## config.mk

```make
export PLATFORM = sky130hd
export DESIGN_NAME = alu_result_stage_flat
export DESIGN_NICKNAME = d
export VERILOG_FILES = /design/src/rtl/alu_pkg.sv /design/src/rtl/alu_result_stage_if.sv /design/src/rtl/alu_flag_gen.sv /design/src/rtl/alu_result_stage.sv /design/src/flat_wrapper.sv
export SDC_FILE = /design/constraint.sdc
export NUM_CORES = 1
export LEC_CHECK = 0
export CAP_MARGIN = 0
export CORE_MARGIN = 5
export CORE_UTILIZATION = 38
export CTS_CLUSTER_SIZE = 10
export DETAILED_ROUTE_END_ITERATION = 6
export GPL_ROUTABILITY_DRIVEN = 0
export PLACE_DENSITY_LB_ADDON = 0.3
export SYNTH_ARGS = -nofsm -noshare
export SYNTH_HDL_FRONTEND = slang
export SYNTH_SLANG_ARGS = --single-unit
```

## constraint.sdc

```tcl
create_clock -name clk -period 2.2 [get_ports clk]
set_clock_uncertainty 0.1 [all_clocks]
set_input_delay 0.33 -clock clk [delete_from_list [all_inputs] [get_ports clk]]
set_output_delay 0.33 -clock clk [all_outputs]
set_load 0.02 [all_outputs]
```

## src/rtl/alu_pkg.sv

```systemverilog
// Shared ALU definitions: opcode encoding, default datapath width and the
// occupancy states of the result-stage skid buffer.
package alu_pkg;

  localparam int ALU_WIDTH = 32;

  typedef enum logic [2:0] {
    OP_AND = 3'b000,
    OP_OR  = 3'b001,
    OP_XOR = 3'b010,
    OP_NOR = 3'b011,
    OP_ADD = 3'b100,
    OP_SUB = 3'b101,
    OP_SLT = 3'b110,
    OP_ILL = 3'b111
  } alu_op_e;

  // EMPTY: nothing held; ONE: output register valid; FULL: output + skid valid.
  typedef enum logic [1:0] {
    ST_EMPTY = 2'd0,
    ST_ONE   = 2'd1,
    ST_FULL  = 2'd2
  } stage_state_e;

endpackage

```

## src/rtl/alu_result_stage_if.sv

```systemverilog
// Bus between the ALU functional units / writeback and the result stage.
//   Upstream  : in_valid, in_ready, alu_op, and/or/xor/nor/add/sub_res, a_msb, b_msb
//   Downstream: out_valid, out_ready, result, zero, neg, ovf, illegal, retired
// slave  : the result stage's view.
// master : the surrounding pipeline's (or a bench's) view.
interface alu_result_stage_if #(
  parameter int WIDTH = 32,
  parameter int CNT_W = 16
);
  logic             in_valid;
  logic             in_ready;
  logic [2:0]       alu_op;
  logic [WIDTH-1:0] and_res;
  logic [WIDTH-1:0] or_res;
  logic [WIDTH-1:0] xor_res;
  logic [WIDTH-1:0] nor_res;
  logic [WIDTH-1:0] add_res;
  logic [WIDTH-1:0] sub_res;
  logic             a_msb;
  logic             b_msb;
  logic             out_valid;
  logic             out_ready;
  logic [WIDTH-1:0] result;
  logic             zero;
  logic             neg;
  logic             ovf;
  logic             illegal;
  logic [CNT_W-1:0] retired;

  modport slave (
    input  in_valid, alu_op, and_res, or_res, xor_res, nor_res, add_res, sub_res,
           a_msb, b_msb, out_ready,
    output in_ready, out_valid, result, zero, neg, ovf, illegal, retired
  );

  modport master (
    output in_valid, alu_op, and_res, or_res, xor_res, nor_res, add_res, sub_res,
           a_msb, b_msb, out_ready,
    input  in_ready, out_valid, result, zero, neg, ovf, illegal, retired
  );
endinterface

```

## src/rtl/alu_flag_gen.sv

```systemverilog
// Combinational result select and flag derivation for the ALU result stage.
//   op_i            : decoded opcode
//   *_res_i         : precomputed functional-unit results
//   a_msb_i/b_msb_i : operand sign bits (for overflow / SLT)
//   result_o, zero_o, neg_o, ovf_o, illegal_o : selected result and flags
module alu_flag_gen
  import alu_pkg::*;
#(
  parameter int WIDTH = ALU_WIDTH
) (
  input  alu_op_e          op_i,
  input  logic [WIDTH-1:0] and_res_i,
  input  logic [WIDTH-1:0] or_res_i,
  input  logic [WIDTH-1:0] xor_res_i,
  input  logic [WIDTH-1:0] nor_res_i,
  input  logic [WIDTH-1:0] add_res_i,
  input  logic [WIDTH-1:0] sub_res_i,
  input  logic             a_msb_i,
  input  logic             b_msb_i,
  output logic [WIDTH-1:0] result_o,
  output logic             zero_o,
  output logic             neg_o,
  output logic             ovf_o,
  output logic             illegal_o
);

  logic add_ovf;
  logic sub_ovf;

  assign add_ovf = (a_msb_i == b_msb_i) && (add_res_i[WIDTH-1] != a_msb_i);
  assign sub_ovf = (a_msb_i != b_msb_i) && (sub_res_i[WIDTH-1] != a_msb_i);

  always_comb begin
    result_o  = '0;
    ovf_o     = 1'b0;
    illegal_o = 1'b0;
    unique case (op_i)
      OP_AND: result_o = and_res_i;
      OP_OR:  result_o = or_res_i;
      OP_XOR: result_o = xor_res_i;
      OP_NOR: result_o = nor_res_i;
      OP_ADD: begin
        result_o = add_res_i;
        ovf_o    = add_ovf;
      end
      OP_SUB: begin
        result_o = sub_res_i;
        ovf_o    = sub_ovf;
      end
      // Signed less-than: the true sign of A-B is the raw sign corrected by overflow.
      OP_SLT: result_o = {{(WIDTH-1){1'b0}}, sub_res_i[WIDTH-1] ^ sub_ovf};
      OP_ILL: illegal_o = 1'b1;
      default: illegal_o = 1'b1;
    endcase
  end

  assign zero_o = (result_o == '0);
  assign neg_o  = result_o[WIDTH-1];

endmodule

```

## src/rtl/alu_result_stage.sv

```systemverilog
// Registered ALU output stage with a one-entry skid buffer and a saturating
// retired-op counter.
//   clk   : rising-edge clock
//   reset : synchronous, active-high; drops both held entries
//   bus   : upstream handshake + unit results, downstream result + flags
module alu_result_stage
  import alu_pkg::*;
#(
  parameter int WIDTH = ALU_WIDTH,
  parameter int CNT_W = 16
) (
  input  logic               clk,
  input  logic               reset,
  alu_result_stage_if.slave  bus
);

  typedef struct packed {
    logic [WIDTH-1:0] result;
    logic             zero;
    logic             neg;
    logic             ovf;
    logic             illegal;
  } entry_t;

  stage_state_e     state_q, state_d;
  entry_t           new_e;
  entry_t           out_q, out_d;
  entry_t           skid_q, skid_d;
  logic [CNT_W-1:0] retired_q, retired_d;

  logic in_ready;
  logic out_valid;
  logic accept;
  logic deliver;
  logic load_out_new;
  logic load_out_skid;
  logic load_skid;

  alu_flag_gen #(.WIDTH(WIDTH)) u_flag_gen (
    .op_i      (alu_op_e'(bus.alu_op)),
    .and_res_i (bus.and_res),
    .or_res_i  (bus.or_res),
    .xor_res_i (bus.xor_res),
    .nor_res_i (bus.nor_res),
    .add_res_i (bus.add_res),
    .sub_res_i (bus.sub_res),
    .a_msb_i   (bus.a_msb),
    .b_msb_i   (bus.b_msb),
    .result_o  (new_e.result),
    .zero_o    (new_e.zero),
    .neg_o     (new_e.neg),
    .ovf_o     (new_e.ovf),
    .illegal_o (new_e.illegal)
  );

  assign accept  = bus.in_valid && in_ready;
  assign deliver = out_valid && bus.out_ready;

  // State register
  always_ff @(posedge clk) begin
    if (reset) state_q <= ST_EMPTY;
    else       state_q <= state_d;
  end

  // Next-state logic
  always_comb begin
    state_d = state_q;
    unique case (state_q)
      ST_EMPTY: if (accept) state_d = ST_ONE;
      ST_ONE: begin
        if (bus.out_ready) state_d = accept ? ST_ONE : ST_EMPTY;
        else if (accept)   state_d = ST_FULL;
      end
      ST_FULL:  if (bus.out_ready) state_d = ST_ONE;
      default:  state_d = ST_EMPTY;
    endcase
  end

  // Outputs and datapath load controls; in_ready depends only on state so
  // out_ready never reaches it combinationally.
  always_comb begin
    in_ready      = 1'b1;
    out_valid     = 1'b0;
    load_out_new  = 1'b0;
    load_out_skid = 1'b0;
    load_skid     = 1'b0;
    unique case (state_q)
      ST_EMPTY: load_out_new = accept;
      ST_ONE: begin
        out_valid = 1'b1;
        if (bus.out_ready) load_out_new = accept;
        else               load_skid    = accept;
      end
      ST_FULL: begin
        in_ready      = 1'b0;
        out_valid     = 1'b1;
        load_out_skid = bus.out_ready;
      end
      default: ;
    endcase
  end

  always_comb begin
    out_d  = out_q;
    skid_d = skid_q;
    if (load_out_new)  out_d  = new_e;
    if (load_out_skid) out_d  = skid_q;
    if (load_skid)     skid_d = new_e;
  end

  always_comb begin
    retired_d = retired_q;
    if (deliver && (retired_q != '1)) retired_d = retired_q + CNT_W'(1);
  end

  always_ff @(posedge clk) begin
    if (reset) begin
      out_q     <= '0;
      skid_q    <= '0;
      retired_q <= '0;
    end else begin
      out_q     <= out_d;
      skid_q    <= skid_d;
      retired_q <= retired_d;
    end
  end

  assign bus.in_ready  = in_ready;
  assign bus.out_valid = out_valid;
  assign bus.result    = out_q.result;
  assign bus.zero      = out_q.zero;
  assign bus.neg       = out_q.neg;
  assign bus.ovf       = out_q.ovf;
  assign bus.illegal   = out_q.illegal;
  assign bus.retired   = retired_q;

endmodule

```

## src/flat_wrapper.sv

```systemverilog
// flat-port wrapper written by rule: the top's interface ports become plain ports
module alu_result_stage_flat import alu_pkg::*;
#(
  parameter int WIDTH = ALU_WIDTH,
  parameter int CNT_W = 16
)
  (clk, reset, bus_in_valid, bus_alu_op, bus_and_res, bus_or_res, bus_xor_res, bus_nor_res, bus_add_res, bus_sub_res, bus_a_msb, bus_b_msb, bus_out_ready, bus_in_ready, bus_out_valid, bus_result, bus_zero, bus_neg, bus_ovf, bus_illegal, bus_retired);
  alu_result_stage_if #(.WIDTH(WIDTH), .CNT_W(CNT_W)) bus_i ();
  input  logic clk;
  input  logic reset;
  input wire logic [$bits(bus_i.in_valid)-1:0] bus_in_valid;
  input wire logic [$bits(bus_i.alu_op)-1:0] bus_alu_op;
  input wire logic [$bits(bus_i.and_res)-1:0] bus_and_res;
  input wire logic [$bits(bus_i.or_res)-1:0] bus_or_res;
  input wire logic [$bits(bus_i.xor_res)-1:0] bus_xor_res;
  input wire logic [$bits(bus_i.nor_res)-1:0] bus_nor_res;
  input wire logic [$bits(bus_i.add_res)-1:0] bus_add_res;
  input wire logic [$bits(bus_i.sub_res)-1:0] bus_sub_res;
  input wire logic [$bits(bus_i.a_msb)-1:0] bus_a_msb;
  input wire logic [$bits(bus_i.b_msb)-1:0] bus_b_msb;
  input wire logic [$bits(bus_i.out_ready)-1:0] bus_out_ready;
  output wire logic [$bits(bus_i.in_ready)-1:0] bus_in_ready;
  output wire logic [$bits(bus_i.out_valid)-1:0] bus_out_valid;
  output wire logic [$bits(bus_i.result)-1:0] bus_result;
  output wire logic [$bits(bus_i.zero)-1:0] bus_zero;
  output wire logic [$bits(bus_i.neg)-1:0] bus_neg;
  output wire logic [$bits(bus_i.ovf)-1:0] bus_ovf;
  output wire logic [$bits(bus_i.illegal)-1:0] bus_illegal;
  output wire logic [$bits(bus_i.retired)-1:0] bus_retired;
  assign bus_i.in_valid = bus_in_valid;
  assign bus_i.alu_op = bus_alu_op;
  assign bus_i.and_res = bus_and_res;
  assign bus_i.or_res = bus_or_res;
  assign bus_i.xor_res = bus_xor_res;
  assign bus_i.nor_res = bus_nor_res;
  assign bus_i.add_res = bus_add_res;
  assign bus_i.sub_res = bus_sub_res;
  assign bus_i.a_msb = bus_a_msb;
  assign bus_i.b_msb = bus_b_msb;
  assign bus_i.out_ready = bus_out_ready;
  assign bus_in_ready = bus_i.in_ready;
  assign bus_out_valid = bus_i.out_valid;
  assign bus_result = bus_i.result;
  assign bus_zero = bus_i.zero;
  assign bus_neg = bus_i.neg;
  assign bus_ovf = bus_i.ovf;
  assign bus_illegal = bus_i.illegal;
  assign bus_retired = bus_i.retired;
  alu_result_stage #(.WIDTH(WIDTH), .CNT_W(CNT_W)) u_core (.clk(clk), .reset(reset), .bus(bus_i));
endmodule
```

* Word-level counts from Yosys, hierarchy flattened
Index checks and enable logic that the tools add are counted.
** Operators by class
- Equal/unequal tests :: 17
- Add/sub/neg operators :: 1
- Muxes and demuxes :: 18
- Bitwise operators :: 1
- Reduce and logical (&&, ||, !) cells :: 11
** Operator list (number)
- 32-bit one-hot mux with 7 select lines :: 1
- 36-bit 2-to-1 mux :: 2
- 32-bit logical NOT :: 1
- 16-bit by 1-bit adder with 16-bit output, second input constant :: 1
- 16-bit inequality test, second input constant :: 1
- 3-bit == test, second input constant :: 4
- 1-bit 2-to-1 mux :: 8
- 2-bit 2-to-1 mux :: 4
- 3-bit by 2-bit == test with 1-bit output, second input constant :: 2
- 2-bit one-hot mux with 3 select lines :: 1
- 1-bit logical AND :: 5
- 1-bit one-hot mux with 2 select lines :: 2
- 3-bit by 1-bit == test with 1-bit output, second input constant :: 1
- 3-bit logical NOT :: 1
- 1-bit inequality test :: 3
- 3-bit by 2-bit inequality test with 1-bit output, second input constant :: 1
- 3-bit AND reduction :: 1
- 2-bit by 1-bit == test with 1-bit output, second input constant :: 1
- 2-bit == test, second input constant :: 1
- 2-bit logical NOT :: 1
- 2-bit by 1-bit inequality test with 1-bit output, second input constant :: 1
- 2-bit inequality test, second input constant :: 1
- 2-bit nonzero test :: 1
- 2-bit OR reduction :: 1
- other kinds (2) :: 2
** Word-level totals
- Register bits after elaboration :: 90
- Input port bits :: 201
- Output and inout bits :: 54
- Word-level logic and storage cells :: 60

* Longest topological paths before layout
Gate-level depths: netlist (run 1).
- Depth after elaboration :: 7
- Mapped depth :: 10
- Gate-level depth less buffers :: 8

* Modules after synthesis
A second synthesis (run 1) with hierarchy kept.
** Second synthesis, totals
- Cell total of the unflattened synthesis :: 721
- Area total of the unflattened synthesis :: 5726.7 µm²
** Modules (own cells, without submodules)
- alu_result_stage :: seq. area each 1801.7 µm², times used 1, area each 3916.3 µm², cells an instance 482
- alu_flag_gen :: seq. area each 0.0 µm², times used 1, area each 1810.5 µm², cells an instance 239

* Worst setup path before layout (run 1)
OpenSTA, ideal clock, no wires.
- Path kind :: register to register
- Start point :: reg u_core.state_q[0]
- End point :: reg u_core.out_q, in the netlist u_core.bus.result[1]
- Data required time :: 1.972 ns
- Setup slack :: 0.083 ns
- Cell stages (with the launch flop) :: 10
- Setup time :: 0.128 ns
- Buffers on the path :: 2
- Arrival :: 1.889 ns
- Cells stage by stage :: dfxtp_1 -> inv_1 -> ha_1 -> a311oi_1 -> a21o_1 -> clkbuf_1 -> clkbuf_1 -> a211oi_1 -> a21oi_1 -> nor2_1
** Between the ends
- Word-level cells in the longest chain between the ends :: 6
- Elaborated cells on any way between the ends :: 10
- Those cells by class :: eq/ne: 2; mux: 5; reduce/logical: 3
** RTL lines
- start, declared :: line alu_result_stage.sv:25 : stage_state_e state_q, state_d;
- start signal, assigned :: line alu_result_stage.sv:62 : else state_q <= state_d;
- 2-bit == test :: line alu_result_stage.sv:87 : unique case (state_q)
- 1-bit 2-to-1 mux :: line alu_result_stage.sv:87
- 1-bit logical AND :: line alu_result_stage.sv:56 : assign accept = bus.in_valid && in_ready;
- 1-bit 2-to-1 mux :: line alu_result_stage.sv:91 : if (bus.out_ready) load_out_new = accept;
- 1-bit one-hot mux with 2 select lines :: line alu_result_stage.sv:87
- 2-bit nonzero test (no source line)
- end signal, assigned :: line alu_result_stage.sv:122 : out_q <= out_d;
- end, declared :: line alu_result_stage.sv:27 : entry_t out_q, out_d;
Parallel ways exist; a longest one is shown, timed or not.
A chain may end at the register's enable or synchronous reset.

* Worst setup path in the final report (run 1)
- Start point :: in bus_nor_res[15]
- End point :: reg u_core.out_q, in the netlist u_core.bus.zero
** Between the ends
- Word-level cells in the longest chain between the ends :: 4
** RTL lines
- start, declared :: line flat_wrapper.sv:16 : input wire logic [$bits(bus_i.nor_res)-1:0] bus_nor_res;
- 32-bit one-hot mux with 7 select lines :: line alu_flag_gen.sv:37 : unique case (op_i)
- 32-bit logical NOT :: line alu_flag_gen.sv:57 : assign zero_o = (result_o == '0);
- 36-bit 2-to-1 mux :: line alu_result_stage.sv:106 : if (load_out_new) out_d = new_e;
- 36-bit 2-to-1 mux :: line alu_result_stage.sv:107 : if (load_out_skid) out_d = skid_q;
No other way between the ends. The select of a mux whose other input is x is not followed.

==> impl_metrics.toml, run 1 <==
[outcome]
status = "complete, no violations"

[timing]
fin_crit_ns = 2.12
fmax_ghz = 0.473
rsz0062_at_grt = "false"
worst_slack_ns = 0.0836
hold_violations = 0
report.final.slew_viol_count = 0
fin_crit_sh = 0.962
setup_viol_count_final = 0
slew_headroom = 0.603
tightestPinTransition_ns = 0.595

[worst_setup_path]
ff2ff_path_depth = 7
worstPathMaxFanout = 2
endpoint_kind = "flop"
start_kind = "input port"
worstReg2RegEnd = "u_core.skid_q[3]$_SDFFE_PP0P_"
required_ns = 2.37
r2r_start = "u_core.state_q[0]$_SDFFE_PP0P_"
critPathKind = "in2reg"
reg2reg_slack_ns = 0.14
crit_arrival_ns = 2.29

[power_and_ir_drop]
p_comb_frac = 0.311
p_leak_nw = 3.48
power_density_mw_per_mm2 = 559
switching_power_mw = 1.41
clkPwrFrac = 0.342
internal_power_mw = 3.66
power_frac_seq = 0.347
power_switching_share = 0.278
vdd_drop_max_uv = 438

[final_layout]
drive_gt1_frac = 0.155
antenna_cells = 0
synthToLayoutAreaGrowth_pct = 63.4
fin_util = 0.630
nets = 1159

[clock_network]
clk_pin_slew_ns = 0.06
numCtsBuffers = 9
insertion_delay_ns = 0.34
cts-root-buf = "clkbuf_16"
cts_tree = "yes"
cts_sinks = 88
max-clock-path-buffers = 2
htreeDepth = 3

[placement]
post-place-ws_ns = -0.445
dp_hpwl_um = 17400
io_buffer_count = 254

[route]
routed_via_density = 5.42
drcViolationCount = 0
drtIter0Drc = 462
ant_nets = 0
wire_per_inst_um = 19.0
num_vias = 6182
dr.pass1.iters = 5
wirelength_um = 21700

[synthesis]
synthFlopType = "dfxtp_1"
synth-edff-count = 0
synth_area_leaders = "dfxtp_1, nor2_1, a211oi_1"
yosys.area.top_type = "dfxtp_1"
yosysSeqAreaShare = 0.317
netlist_instances = 665
yosysTopAreaCellShare = 0.317
synth_commonest_cells = "nor2_1, dfxtp_1, a211oi_1"
syn_avg_cell_area_um2 = 8.36
synth_nets = 871
yosysWarnings = 0
yosysUniqueCellTypes = 64
async_flop_share = 0
ys_seq_elements = 88
syn_area_mm2 = 0.00556
synth.most_common_cell = "nor2_1"

[worst_hold_path]
hold_path.class = "reg2reg"
hold_depth = 2
hp-start = "u_core.bus.result[0]$_SDFFE_PP0P_"
worstHoldEndpoint = "u_core.bus.result[0]$_SDFFE_PP0P_"

[grt]
grt_pass1_vias = 6210
antenna_found_initial = 0
grt_remaining_overflow = 0
grt_pass1_wl_um = 32300
track_usage = 0.247
grt_max_degree = 89

[floorplan]
pin_count = 255
start_util = 0.385
die_height_um = 131
fp.dieW_um = 131
dieArea_mm2 = 0.0171
design.core.area_mm2 = 0.0144
num_rows = 44

[flow_run]
drv_cap = 0
-- per-stage QoR --
stage,cell area [um2],power (mW),TNS [ns],instances,hold slack [ns]
6_report,9080,5.07,0,1141,0.354
5_1_grt,9080,5.29,0,1141,0.376
4_1_cts,9010,5.08,0,1137,0.355
3_5_place_dp,8680,3.34,-10.26,1122,0.347
2_1_floorplan,5560,2.51,0,665,0.337
3_3_place_gp,8680,3.33,-7.99,1122,0.342
-- worst max-delay path by stage --
stage | endpoint | depth (start not counted) | slack (ns) | startpoint
after floorplan | u_core.bus.result[1]$_SDFFE_PP0P_ | 9 | 0.08 | u_core.state_q[0]$_SDFFE_PP0P_
after global placement | u_core.bus.zero$_SDFFE_PP0P_ | 7 | -0.38 | bus_alu_op[2]
after detailed placement | u_core.bus.zero$_SDFFE_PP0P_ | 7 | -0.45 | bus_alu_op[2]
after CTS | bus_out_valid | 3 | 0.02 | u_core.state_q[0]$_SDFFE_PP0P_
after global routing | u_core.bus.zero$_SDFFE_PP0P_ | 7 | 0.002 | bus_nor_res[15]
final | u_core.bus.zero$_SDFFE_PP0P_ | 7 | 0.08 | bus_nor_res[15]
-- cell usage in the layout, fill, tap and decap left out, drive strengths merged, types with 8 or more instances in the layout --
cell type and count:
nand4 11, o21ai 17, a21oi 49, a211oi 60, mux2i 32, nand2 37
xor2 10, a311oi 10, clkdlybuf4s50 248, clkbuf 11, mux2 39, nand3 14
dfxtp 88, buf 86, nor2 124, nor3 8, a222oi 8
-- registers in the layout, summed over array words and instances, names as in the netlist --
name / flops
u_core.state_q: 2
u_core.bus.ovf: 1
u_core.bus.illegal: 1
u_core.skid_q: 35
u_core.bus.result: 32
u_core.bus.retired: 16
u_core.bus.zero: 1
-- critical path: stages --
cell,delay [ns]
clkdlybuf4s50_1,0.41
mux2_1,0.32
mux4_2,0.49
and4bb_1,0.29
and4_1,0.19
nand4_1,0.10
o21ai_1,0.16
-- layout make-up --
cell class | count | area (um2)
sequential | 88 | 1760
tap | 184 | 230
inverter | 6 | 22.5
clock buffer | 10 | 229
clock inverter | 5 | 106
timing repair buffer | 338 | 3260
fill | 1282 | 5340
multi-input combinational | 510 | 3470
-- power groups by stage --
stage	logic (mW)	clock network [mW]	registers, mW
2_1_floorplan	0.650	0	1.86
3_5_place_dp	1.55	0	1.79
4_1_cts	1.56	1.77	1.76
5_1_grt	1.70	1.82	1.77
3_3_place_gp	1.54	0	1.79
6_report	1.58	1.74	1.76
-- routing by layer --
| layer | vias to the layer above | routed length, um | global-route usage |
|---|---|---|---|
| li1 | 3037 | - | - |
| met1 | 2838 | 8290 | 0.280 |
| met2 | 264 | 10800 | 0.433 |
| met3 | 43 | 1910 | 0.0793 |
| met4 | 0 | 766 | 0.0926 |
| met5 | - | 0 | 0 |
-- what timing repair did --
action | CTS | global route
pin swaps | 1 | 1
buffers inserted | 0 | 2
endpoints found under the setup margin | 6 | 41
cloned | 0 | 2
hold buffers | 0 | 0
resized for setup | 2 | 7
-- kinds of logic (layout without fill, tap and decap cells) --
family | count (synthesis) | count (layout) | share of synthesized area
adder cells (fa/ha/maj) | 5 | 5 | 0.0113
AND/OR/NAND/NOR | 240 | 240 | 0.204
XOR/XNOR | 12 | 12 | 0.0189
AO/OA/AOI/OAI | 176 | 176 | 0.223
multiplexers | 77 | 77 | 0.164
buffers and inverters | 67 | 359 | 0.0619
flip-flops | 88 | 88 | 0.317
Power figures use the tool's default switching activity.
==> inputs of run 2 (changes only) <==
--- a/config.mk
+++ b/config.mk
@@ -12,6 +12,7 @@
 export DETAILED_ROUTE_END_ITERATION = 6
 export GPL_ROUTABILITY_DRIVEN = 0
 export PLACE_DENSITY_LB_ADDON = 0.3
+export SETUP_SLACK_MARGIN = 0.05
 export SYNTH_ARGS = -nofsm -noshare
 export SYNTH_HDL_FRONTEND = slang
 export SYNTH_SLANG_ARGS = --single-unit
==> run 2 against run 1 <==
Net effect: die area is the same; non-clock buffer count up 1; cell area is 0.28% higher; clock power is essentially flat; maximum frequency is 1.6% higher; flip-flop and latch count unchanged; critical path depth unchanged; count of clock-buffer cells in the layout unchanged; largest cell class unchanged.
==> impl_metrics.toml, run 2 (synthesis gave the netlist of run 1 again) <==
[placement]
placed_cells = 1122
io_buffer_count = 254
dp_hpwl_um = 17400

[final_layout]
synthToLayoutAreaGrowth_pct = 63.8
drive_gt1_frac = 0.160
mostFrequentLayoutCells = "clkdlybuf4s50_1, nor2_1, dfxtp_1"
n_fill_cell = 1280
layout_commonest_cell = "clkdlybuf4s50_1"
largest_reg_flops = 35
regMostFlops = "u_core.skid_q"
fin_cells = 1142
fin_util = 0.631
antenna_cells = 0
nets = 1160

[floorplan]
pin_count = 255
start_util = 0.385
fp.dieW_um = 131
dieArea_mm2 = 0.0171
die_height_um = 131
design.core.area_mm2 = 0.0144
num_rows = 44

[route]
ant_nets = 0
num_vias = 6202
dr.pass1.iters = 5
wire_per_inst_um = 19.1
wirelength_um = 21800
drtIter0Drc = 504
drcViolationCount = 0
routed_via_density = 5.43

[worst_setup_path]
start_kind = "input port"
crit_slowest_cell = "mux4_2"
worstPathMaxFanout = 2
critPathKind = "in2reg"
required_ns = 2.37
endpoint_kind = "flop"
crit_arrival_ns = 2.25
cp_slowest_stage_delay_ns = 0.49
crit_chain = "clkdlybuf4s50_1 -> mux2_1 -> mux4_2 -> and4bb_1 -> and4_1 -> nand4_1 -> o21ai_1"

[power_and_ir_drop]
internal_power_mw = 3.67
p_leak_nw = 3.48
power_frac_seq = 0.346
clkPwrFrac = 0.342
p_comb_frac = 0.312
vdd_drop_max_uv = 436
power_switching_share = 0.279
power_density_mw_per_mm2 = 558
switching_power_mw = 1.42

[timing]
hold_violations = 0
rsz0062_at_grt = "false"
tightestPinTransition_ns = 0.643
setup_viol_count_final = 0
slew_headroom = 0.572
fin_crit_ns = 2.08
report.final.slew_viol_count = 0
fin_crit_sh = 0.947
fmax_ghz = 0.480

[grt]
grt_pass1_wl_um = 32300
use_met1 = 0.280
grt_pass1_vias = 6210
antenna_found_initial = 0
track_usage = 0.247
grt_max_degree = 89
met3_usage = 0.0793
grt_remaining_overflow = 0
busiest_layer = "met2"
met2_usage = 0.433

[clock_network]
insertion_delay_ns = 0.34
htreeDepth = 3
clk_pin_slew_ns = 0.06
cts-root-buf = "clkbuf_16"
max-clock-path-buffers = 2
cts_sinks = 88
numCtsBuffers = 9
cts_tree = "yes"

[outcome]
status = "complete, no violations"

[worst_hold_path]
hold_path.class = "reg2reg"

[flow_run]
drv_cap = 0
[run 2: stage by stage]
stage	power (mW)	setup slack (ns)	area (um2)	hold WS, ns	TNS, ns
after floorplan	2.51	0.0830	5560	0.337	0
after global placement	3.33	-0.377	8680	0.342	-7.99
after detailed placement	3.34	-0.445	8680	0.347	-10.26
after CTS	5.08	0.0788	9010	0.355	0
after global routing	5.30	0.0560	9100	0.376	0
final	5.08	0.116	9100	0.354	0
[run 2: area by class of cell]
cell class	instances	area [um2]	area share
multi-input combinational	510	3490	0.384
timing repair buffer	339	3260	0.358
sequential	88	1760	0.194
tap	184	230	0.0253
clock buffer	10	229	0.0251
clock inverter	5	106	0.0117
inverter	6	22.5	0.00247
[run 2: path summary, 6_finish.rpt]
check                                         start                                end  slack, ns  depth (start not counted)
setup / recovery                    bus_xor_res[15]       u_core.bus.zero$_SDFFE_PP0P_       0.12                          7
hold / removal    u_core.bus.result[0]$_SDFFE_PP0P_  u_core.bus.result[0]$_SDFFE_PP0P_       0.35                          2
setup reg to reg     u_core.state_q[0]$_SDFFE_PP0P_     u_core.skid_q[18]$_SDFFE_PP0P_       0.18                          9
hold reg to reg   u_core.bus.result[0]$_SDFFE_PP0P_  u_core.bus.result[0]$_SDFFE_PP0P_       0.35                          2
[run 2: layer usage]
| layer | routed length (um) | part of all wire |
|---|---|---|
| met5 | 0 | 0 |
| met4 | 750 | 0.034 |
| met3 | 1930 | 0.089 |
| met2 | 10700 | 0.49 |
| met1 | 8360 | 0.38 |
[run 2: power groups by stage]
stage | logic (mW) | registers, mW | clock network [mW]
3_5_place_dp | 1.55 | 1.79 | 0
2_1_floorplan | 0.650 | 1.86 | 0
4_1_cts | 1.55 | 1.76 | 1.77
6_report | 1.59 | 1.76 | 1.74
5_1_grt | 1.70 | 1.77 | 1.82
3_3_place_gp | 1.54 | 1.79 | 0
[run 2: critical path: cells and delay by family]
family / cells / cell delay (ns)
muxes: 2 / 0.82
and+or+nand+nor: 3 / 0.56
buffers and inverters: 1 / 0.39
AOI/OAI and AO/OA: 1 / 0.15
[run 2: repair_timing]
item / in CTS / in global routing
pin swaps: 1 / 6
hold endpoints to repair: 0 / 0
setup endpoints to repair: 10 / 48
hold buffers: 0 / 0
cloned: 0 / 2
setup buffers: 0 / 3
resized for setup: 3 / 12
==> inputs of run 3 (changes only) <==
--- a/config.mk
+++ b/config.mk
@@ -5,10 +5,11 @@
 export SDC_FILE = /design/constraint.sdc
 export NUM_CORES = 1
 export LEC_CHECK = 0
+export ABC_CLOCK_PERIOD_IN_PS = 2200
 export CAP_MARGIN = 0
 export CORE_MARGIN = 5
 export CORE_UTILIZATION = 38
-export CTS_CLUSTER_SIZE = 10
+export CTS_CLUSTER_SIZE = 12
 export DETAILED_ROUTE_END_ITERATION = 6
 export GPL_ROUTABILITY_DRIVEN = 0
 export PLACE_DENSITY_LB_ADDON = 0.3
==> results of run 3 <==
Final layout, timing and power as in run 2 (identical DEF).
